**config.mk**
```make
export PLATFORM = sky130hd
export DESIGN_NAME = uart_rx
export DESIGN_NICKNAME = d
export VERILOG_FILES = /design/src/rtl/uart_rx.sv
export SDC_FILE = /design/constraint.sdc
export NUM_CORES = 1
export LEC_CHECK = 0
export CORE_UTILIZATION = 60
export DETAILED_ROUTE_END_ITERATION = 8
export PLACE_DENSITY = 0.87
export SYNTH_ARGS = -nofsm -noshare
export SYNTH_HDL_FRONTEND = slang
export SYNTH_SLANG_ARGS = --single-unit
```
**constraint.sdc**
```tcl
create_clock -name i_sys_clk -period 7 [get_ports i_sys_clk]
set_input_delay 1.4 -clock i_sys_clk [delete_from_list [all_inputs] [get_ports i_sys_clk]]
set_output_delay 1.4 -clock i_sys_clk [all_outputs]
set_load 0.01 [all_outputs]
```
**src/rtl/uart_rx.sv**
```systemverilog
// uart_rx: 8N1 LSB-first UART receiver with mid-bit majority vote
//   i_sys_clk      system clock
//   i_sys_rst      synchronous active-high reset
//   i_rx           asynchronous serial input, idle high
//   i_rx_uart_bps  baud select (0:2400 .. 6:115200, 7:9600)
//   i_rx_uart_clk  0: 26 MHz system clock, 1: 50 MHz system clock
//   o_data         last good byte, held until the next good byte
//   o_flag         one-cycle strobe, o_data updated
//   o_frame_err    one-cycle strobe, stop bit sampled low
//   o_busy         high from start detection until back in IDLE
module uart_rx #(
    parameter int SYNC_STAGES = 2
) (
    input  logic       i_sys_clk,
    input  logic       i_sys_rst,
    input  logic       i_rx,
    input  logic [2:0] i_rx_uart_bps,
    input  logic       i_rx_uart_clk,
    output logic [7:0] o_data,
    output logic       o_flag,
    output logic       o_frame_err,
    output logic       o_busy
);
    typedef enum logic [2:0] {IDLE, START, DATA, STOP, WAIT_HI} state_e;
    localparam logic [14:0] D26 [0:7] = '{15'd10833, 15'd5416, 15'd2708, 15'd1354,
                                          15'd677, 15'd451, 15'd225, 15'd2708};
    localparam logic [14:0] D50 [0:7] = '{15'd20833, 15'd10416, 15'd5208, 15'd2604,
                                          15'd1302, 15'd868, 15'd434, 15'd5208};
    state_e                 state_q, state_d;
    logic [SYNC_STAGES-1:0] sync_q;
    logic                   rx_prev_q;
    logic [14:0]            cnt_q, cnt_d;
    logic [14:0]            d_q, d_d;
    logic [14:0]            h_q, h_d;
    logic [3:0]             bit_q, bit_d;
    logic [7:0]             shreg_q, shreg_d;
    logic [1:0]             smp_q, smp_d;
    logic [7:0]             data_q, data_d;
    logic                   flag_q, flag_d;
    logic                   ferr_q, ferr_d;
    logic                   rx_s;
    logic                   wrap;
    logic                   at_dec;
    logic                   vote;
    logic [14:0]            d_sel;
    assign rx_s   = sync_q[SYNC_STAGES-1];
    assign d_sel  = i_rx_uart_clk ? D50[i_rx_uart_bps] : D26[i_rx_uart_bps];
    assign wrap   = cnt_q == d_q - 15'd1;
    assign at_dec = cnt_q == h_q + 15'd1;
    // samples at H-1 and H are held; the H+1 sample is the live line
    assign vote   = (smp_q[0] & smp_q[1]) | (smp_q[0] & rx_s) | (smp_q[1] & rx_s);
    always_comb begin
        state_d = state_q;
        cnt_d   = cnt_q;
        d_d     = d_q;
        h_d     = h_q;
        bit_d   = bit_q;
        shreg_d = shreg_q;
        smp_d   = smp_q;
        data_d  = data_q;
        flag_d  = 1'b0;
        ferr_d  = 1'b0;
        if (state_q == START || state_q == DATA || state_q == STOP) begin
            cnt_d = wrap ? 15'd0 : cnt_q + 15'd1;
            smp_d[0] = (cnt_q == h_q - 15'd1) ? rx_s : smp_q[0];
            smp_d[1] = (cnt_q == h_q) ? rx_s : smp_q[1];
        end
        case (state_q)
            IDLE: begin
                // bit timing is frozen here so config changes only affect later frames
                if (rx_prev_q && !rx_s) begin
                    state_d = START;
                    cnt_d   = 15'd0;
                    bit_d   = 4'd0;
                    d_d     = d_sel;
                    h_d     = d_sel >> 1;
                end
            end
            START: begin
                if (at_dec && vote) state_d = IDLE;
                else if (wrap) begin
                    state_d = DATA;
                    bit_d   = 4'd1;
                end
            end
            DATA: begin
                if (at_dec) shreg_d = {vote, shreg_q[7:1]};
                if (wrap) begin
                    bit_d   = bit_q + 4'd1;
                    state_d = (bit_q == 4'd8) ? STOP : DATA;
                end
            end
            STOP: begin
                // leave at the stop-bit centre so a back-to-back start edge is not missed
                if (at_dec) begin
                    state_d = vote ? IDLE : WAIT_HI;
                    data_d  = vote ? shreg_q : data_q;
                    flag_d  = vote;
                    ferr_d  = !vote;
                end
            end
            WAIT_HI: state_d = rx_s ? IDLE : WAIT_HI;
            default: state_d = IDLE;
        endcase
    end
    always_ff @(posedge i_sys_clk) begin
        if (i_sys_rst) begin
            sync_q    <= '1;
            rx_prev_q <= 1'b1;
            state_q   <= IDLE;
            cnt_q     <= 15'd0;
            d_q       <= 15'd0;
            h_q       <= 15'd0;
            bit_q     <= 4'd0;
            shreg_q   <= 8'd0;
            smp_q     <= 2'b11;
            data_q    <= 8'd0;
            flag_q    <= 1'b0;
            ferr_q    <= 1'b0;
        end else begin
            sync_q    <= {sync_q[SYNC_STAGES-2:0], i_rx};
            rx_prev_q <= rx_s;
            state_q   <= state_d;
            cnt_q     <= cnt_d;
            d_q       <= d_d;
            h_q       <= h_d;
            bit_q     <= bit_d;
            shreg_q   <= shreg_d;
            smp_q     <= smp_d;
            data_q    <= data_d;
            flag_q    <= flag_d;
            ferr_q    <= ferr_d;
        end
    end
    assign o_data      = data_q;
    assign o_flag      = flag_q;
    assign o_frame_err = ferr_q;
    assign o_busy      = state_q != IDLE;
endmodule
```
# [Word-level counts from Yosys, hierarchy flattened]
# Memories as Yosys holds them, arrays and structs flattened.
# Cells that the tools add are included.
[word_totals] register_bits=74 out_inout_bits=11 rom_bits=240 in_bits=7 word_cells=84 memories=2
[classes] n_reduce_logical=17 muxes=23 n_eq_ne=15 bitwise=8 magnitude_cmp=1 add_sub_neg=5
[memory_table] memory="(no name shown)" words=8 width=15 read_ports=1 rd_clocked_by_memory_dff=0 wr=0 line="47" text="assign d_sel = i_rx_uart_clk ? D50[i_rx_uart_bps] : D26[i_rx_uart_bps];"
[memory_table] memory="(no name shown)" words=8 width=15 read_ports=1 rd_clocked_by_memory_dff=0 wr=0 line="47"
[op_table] cell="15-bit two-way mux" n=9
[op_table] cell="15-bit equality test" n=3
[op_table] cell="3-bit two-way mux" n=7
[op_table] cell="4-bit two-way mux" n=4
[op_table] cell="14-bit by 1-bit adder with 15-bit output, second input constant" n=1
[op_table] cell="15-bit by 1-bit adder with 15-bit output, second input constant" n=1
[op_table] cell="15-bit by 14-bit equality test with 1-bit output" n=1
[op_table] cell="3-bit case mux with 5 select lines" n=1
[op_table] cell="14-bit by 1-bit subtractor with 15-bit output, second input constant" n=1
[op_table] cell="15-bit by 1-bit subtractor with 15-bit output, second input constant" n=1
[op_table] cell="4-bit case mux with 3 select lines" n=1
[op_table] cell="2-bit inequality test, second input constant" n=5
[op_table] cell="2-bit AND reduction" n=4
[op_table] cell="3-bit by 2-bit equality test with 1-bit output, second input constant" n=2
[op_table] cell="3-bit nonzero test" n=2
[op_table] cell="5-bit AND reduction" n=1
[op_table] cell="4-bit by 1-bit adder with 4-bit output, second input constant" n=1
[op_table] cell="4-bit equality test, second input constant" n=1
[op_table] cell="4-bit >= comparator, second input constant" n=1
[op_table] cell="3-bit NOT with 4-bit output" n=1
[op_table] cell="4-bit AND reduction" n=1
[op_table] cell="1-bit AND" n=3
[op_table] cell="3-bit by 1-bit equality test with 1-bit output, second input constant" n=1
[op_table] cell="3-bit equality test, second input constant" n=1
[op_table] cell="10 further kinds" n=15

# [Logic depth before layout (Yosys ltp)]
[logic_depth] ltp_word=6 mapped_depth=12 depth_no_buf=10

# [Least setup slack after synthesis]
# OpenSTA, ideal clock, no wires.
[synth_timing] path_kind="flip-flop to flip-flop" start="register d_q[0]" end="register bit_q[1]" setup_time_ns=0.067 n_path_buf=1 arrival_ns=2.910 slack_ns=4.023 path_stages_with_launch=12 synth_period_minus_slack_ns=2.977 required_time_ns=6.933 path_cell_list="dfxtp_1 -> clkbuf_1 -> inv_1 -> ha_1 -> or3b_2 -> o41ai_1 -> o32a_1 -> mux2i_1 -> nand4b_1 -> a311o_1 -> a2111o_1 -> a21oi_2"
[synth_between] elab_chain_cells=4 elab_cells_between_ends=5 classes_between="add/sub: 1; eq/ne: 3; reduce/logical: 1"
[synth_lines] element="start: declaration" line="33" text="logic [14:0] d_q, d_d;"
[synth_lines] element="start signal: assignment" line="112" text="d_q <= 15'd0;"
[synth_lines] element="start signal: assignment" line="125" text="d_q <= d_d;"
[synth_lines] element="15-bit by 1-bit subtractor with 15-bit output (*)" line="48" text="assign wrap = cnt_q == d_q - 15'd1;"
[synth_lines] element="15-bit equality test (*)" line="48"
[synth_lines] element="2-bit inequality test (no source line)"
[synth_lines] element="5-bit AND reduction (no source line) (*)"
[synth_lines] element="end signal: assignment" line="127" text="bit_q <= bit_d;"
[synth_lines] element="end: declaration" line="35" text="logic [3:0] bit_q, bit_d;"
# Mark *: on every way between the ends. The rest lies on a longest branch, timed or not.
# A chain may end at the register's enable or synchronous reset.

==> flow_metrics.py <==
metrics = {
    "run_status": {
        "outcome": "finished, final reports clean",
    },
    "placed_design": {
        "dpl.cell_count": 642,
        "portBuffers": 17,
        "hpwl_mm": 8.40,
        "placed_cell_area_mm2": 0.00451,
        "pre_cts_ws_ns": 3.57,
        "place.gp.congestion": 1.01,
    },
    "sta": {
        "layout_setup_ws_ns": 3.49,
        "slew_headroom_pct": 45.2,
        "worstMarginPinSlew_ns": 0.815,
        "setup-tns-final_ns": 0,
        "rsz0062_at_grt": "false",
        "slew_violations": 0,
        "fmax_mhz": 285,
        "clock_skew_ns": 0.00818,
        "fin_crit_ns": 3.51,
        "hold_viol": 0,
        "final.period_utilization_pct": 50.1,
        "setup_viol": 0,
    },
    "setup_path": {
        "critical_path_buf_inv_count": 0,
        "path_max_fanout": 18,
        "critPathMaxStageDelay_ns": 0.71,
        "startpoint_type": "register",
        "r2r_cells": 8,
        "r2r_start": "d_q[3]",
        "cp.arrival_ns": 3.73,
        "path_depth": 8,
        "crit_slowest_cell": "dfxtp_1",
        "critPathLaunch": "d_q[3]",
        "crit_path_end_kind": "register",
        "critPathKind": "register to register",
        "cp_top_family": "simple AND/OR/NAND/NOR gates",
        "cp_cell_sequence": "and4_1 -> and4_1 -> o211ai_1 -> a2111oi_2 -> nand4_1 -> nor4_4 -> mux2i_1 -> nor2_1",
        "crit_top_cell": "and4_1",
        "worstPathRequired_ns": 7.22,
    },
    "yosys": {
        "ys_seq_elements": 60,
        "yosysSeqAreaShare_pct": 27.4,
        "syn-instance-count": 570,
        "synth-edff-count": 0,
        "synth.distinct_cells": 67,
        "synth_ff_type": "dfxtp_1",
        "avgSynthCellArea_um2": 7.68,
        "async_reset_ff_share_pct": 0,
        "ys_warn_count": 0,
        "synth_area_mm2": 0.00438,
        "synth_nets": 590,
    },
    "route": {
        "viasPerCell": 6.38,
        "routed_wl_mm": 11.6,
        "first_pass_iters": 5,
        "drtAntennaViolNets": 0,
        "vias": 4201,
        "drc_errors": 0,
        "initialDrtViolationCount": 338,
        "wl_per_cell_um": 17.6,
    },
    "floorplan": {
        "die_area_mm2": 0.00764,
        "ios": 18,
        "initial_utilization_pct": 63.4,
        "rows": 30,
        "die_x_um": 87.4,
        "core_mm2": 0.00691,
        "die_h_um": 87.4,
    },
    "clock_network": {
        "cts.sinks": 60,
        "cts_hold_buffers": 0,
        "path_clk_slew_ns": 0.07,
        "clk_latency_ns": 0.34,
        "cts_setup_buffers": 0,
        "tritoncts": "yes",
        "cts-root-buf": "clkbuf_8",
        "numCtsBuffers": 9,
        "post_cts_resized": 0,
        "clockBufferDepth": 2,
        "h-tree-depth": 3,
    },
    "grt": {
        "grt_pass1_wl_mm": 18.7,
        "track_usage_pct": 31.5,
        "antenna_found_initial": 0,
        "grt_start_max_net_pins": 43,
        "grt_pass1_vias": 3817,
        "grt-ovfl-total": 0,
    },
    "hold_path": {
        "min_path_cells": 1,
        "min_from": "sync_q[0]",
        "hold_path_class": "register to register",
    },
    "final_layout": {
        "num_antenna_cells": 0,
        "final_cells": 658,
        "syn2layout_area_growth_pct": 7.03,
        "fin_area_mm2": 0.00469,
        "drive_gt1_share_pct": 5.87,
        "final_nets": 577,
        "fill_cells": 618,
    },
    "power": {
        "max-vdd-ir-drop_uv": 168,
        "power_mw": 0.795,
        "p_per_area_mw_per_mm2": 170,
        "power_leakage_nw": 1.76,
    },
    "flow_run": {
        "drv_cap": 0,
    },
}
kinds of logic (layout without fill, tap and decap cells):
kind of cell	after synthesis	in the layout	share of synthesized area, %
DFF	60	60	27.4
and+or+nand+nor	241	241	29.0
buffers and inverters	64	56	5.74
xor gates and xnor gates	54	54	10.8
adders and majority gates	13	13	3.72
muxes	24	24	5.49
AOI/OAI and AO/OA	114	114	17.8
sequential cells by signal, summed over array words and instances, names as in the netlist:
signal	cells
shreg_q	8
o_flag	1
bit_q	4
o_data	8
state_q	3
o_frame_err	1
d_q	15
sync_q	2
smp_q	2
rx_prev_q	1
cnt_q	15
power by group:
group | internal, mW | switching (mW)
Sequential | 0.347 | 0.0162
Combinational | 0.0580 | 0.0899
Clock | 0.130 | 0.154
Total | 0.535 | 0.260
placed cells by master (no fill, tap or decap), drive strengths merged, types with 3 or more instances in the layout:
cell and count:
nor2 76, dfxtp 60, xor2 30, nand2 27
a21oi 27, nand3 26, nor3 26, xnor2 24
mux2i 24, inv 23, o21ai 22, nand4 17
clkdlybuf4s50 17, ha 13, and3 12, a211oi 11
clkbuf 9, nor4 8, o211ai 7, nor2b 7
nand2b 6, a31oi 6, a21o 5, or2 5
and4 5, a211o 5, o31ai 4, or4 4
and2 4, nor3b 4, nand3b 3, or3 3
clkinv 3
per-stage QoR:
stage               hold slack [ns]  utilization (%)
floorplan                     0.389                -
CTS                           0.421             67.8
global placement              0.400             65.3
detailed placement            0.404             65.3
global route                  0.445             67.8
finish                        0.420             67.8
cells in the mapped netlist (3+ instances only):
master | instances | area (um2)
clkbuf_1 | 35 | 131
xnor2_1 | 24 | 210
and4_1 | 5 | 43.8
xor2_1 | 30 | 263
o31ai_1 | 4 | 30.0
nor2b_1 | 7 | 43.8
or3_1 | 3 | 18.8
nor3_1 | 26 | 130
o211ai_1 | 7 | 52.6
a211o_1 | 5 | 43.8
and2_1 | 4 | 25.0
a31oi_1 | 6 | 37.5
ha_1 | 13 | 163
buf_2 | 3 | 15.0
nand2b_1 | 6 | 37.5
or2_2 | 5 | 31.3
buf_1 | 4 | 15.0
dfxtp_1 | 60 | 1200
nand3b_1 | 3 | 22.5
nor2_1 | 75 | 282
a21oi_1 | 26 | 130
and3_1 | 12 | 75.1
or4_1 | 4 | 30.0
nand3_1 | 26 | 130
mux2i_1 | 24 | 240
inv_1 | 21 | 78.8
o21ai_0 | 21 | 105
a211oi_1 | 11 | 82.6
nor4_1 | 5 | 31.3
a21o_1 | 5 | 37.5
nor3b_1 | 3 | 22.5
nand2_1 | 27 | 101
nand4_1 | 17 | 106
cell type report:
| cell class | count | area, um2 | share of cell area (%) |
|---|---|---|---|
| Multi-Input combinational cell | 446 | 2930 | 62.4 |
| Sequential cell | 60 | 1200 | 25.6 |
| Timing Repair Buffer | 19 | 185 | 3.95 |
| Clock buffer | 9 | 124 | 2.64 |
| Tap cell | 96 | 120 | 2.56 |
| Inverter | 21 | 78.8 | 1.68 |
| Clock inverter | 7 | 51.3 | 1.09 |
path summary, 6_finish.rpt:
path / end / slack [ns]
setup / recovery: o_data[0] / 3.49
hold / removal: sync_q[1] / 0.42
setup reg to reg: o_data[0] / 3.49
hold reg to reg: sync_q[1] / 0.42
layer usage:
metal | GRT usage (%) | routed length (um) | up-vias
li1 | - | - | 2018
met1 | 40.7 | 5060 | 1963
met2 | 52.3 | 5360 | 187
met3 | 5.31 | 848 | 33
met4 | 11.8 | 313 | 0
met5 | 0 | 0 | -
(Power assumes the default switching activity.)
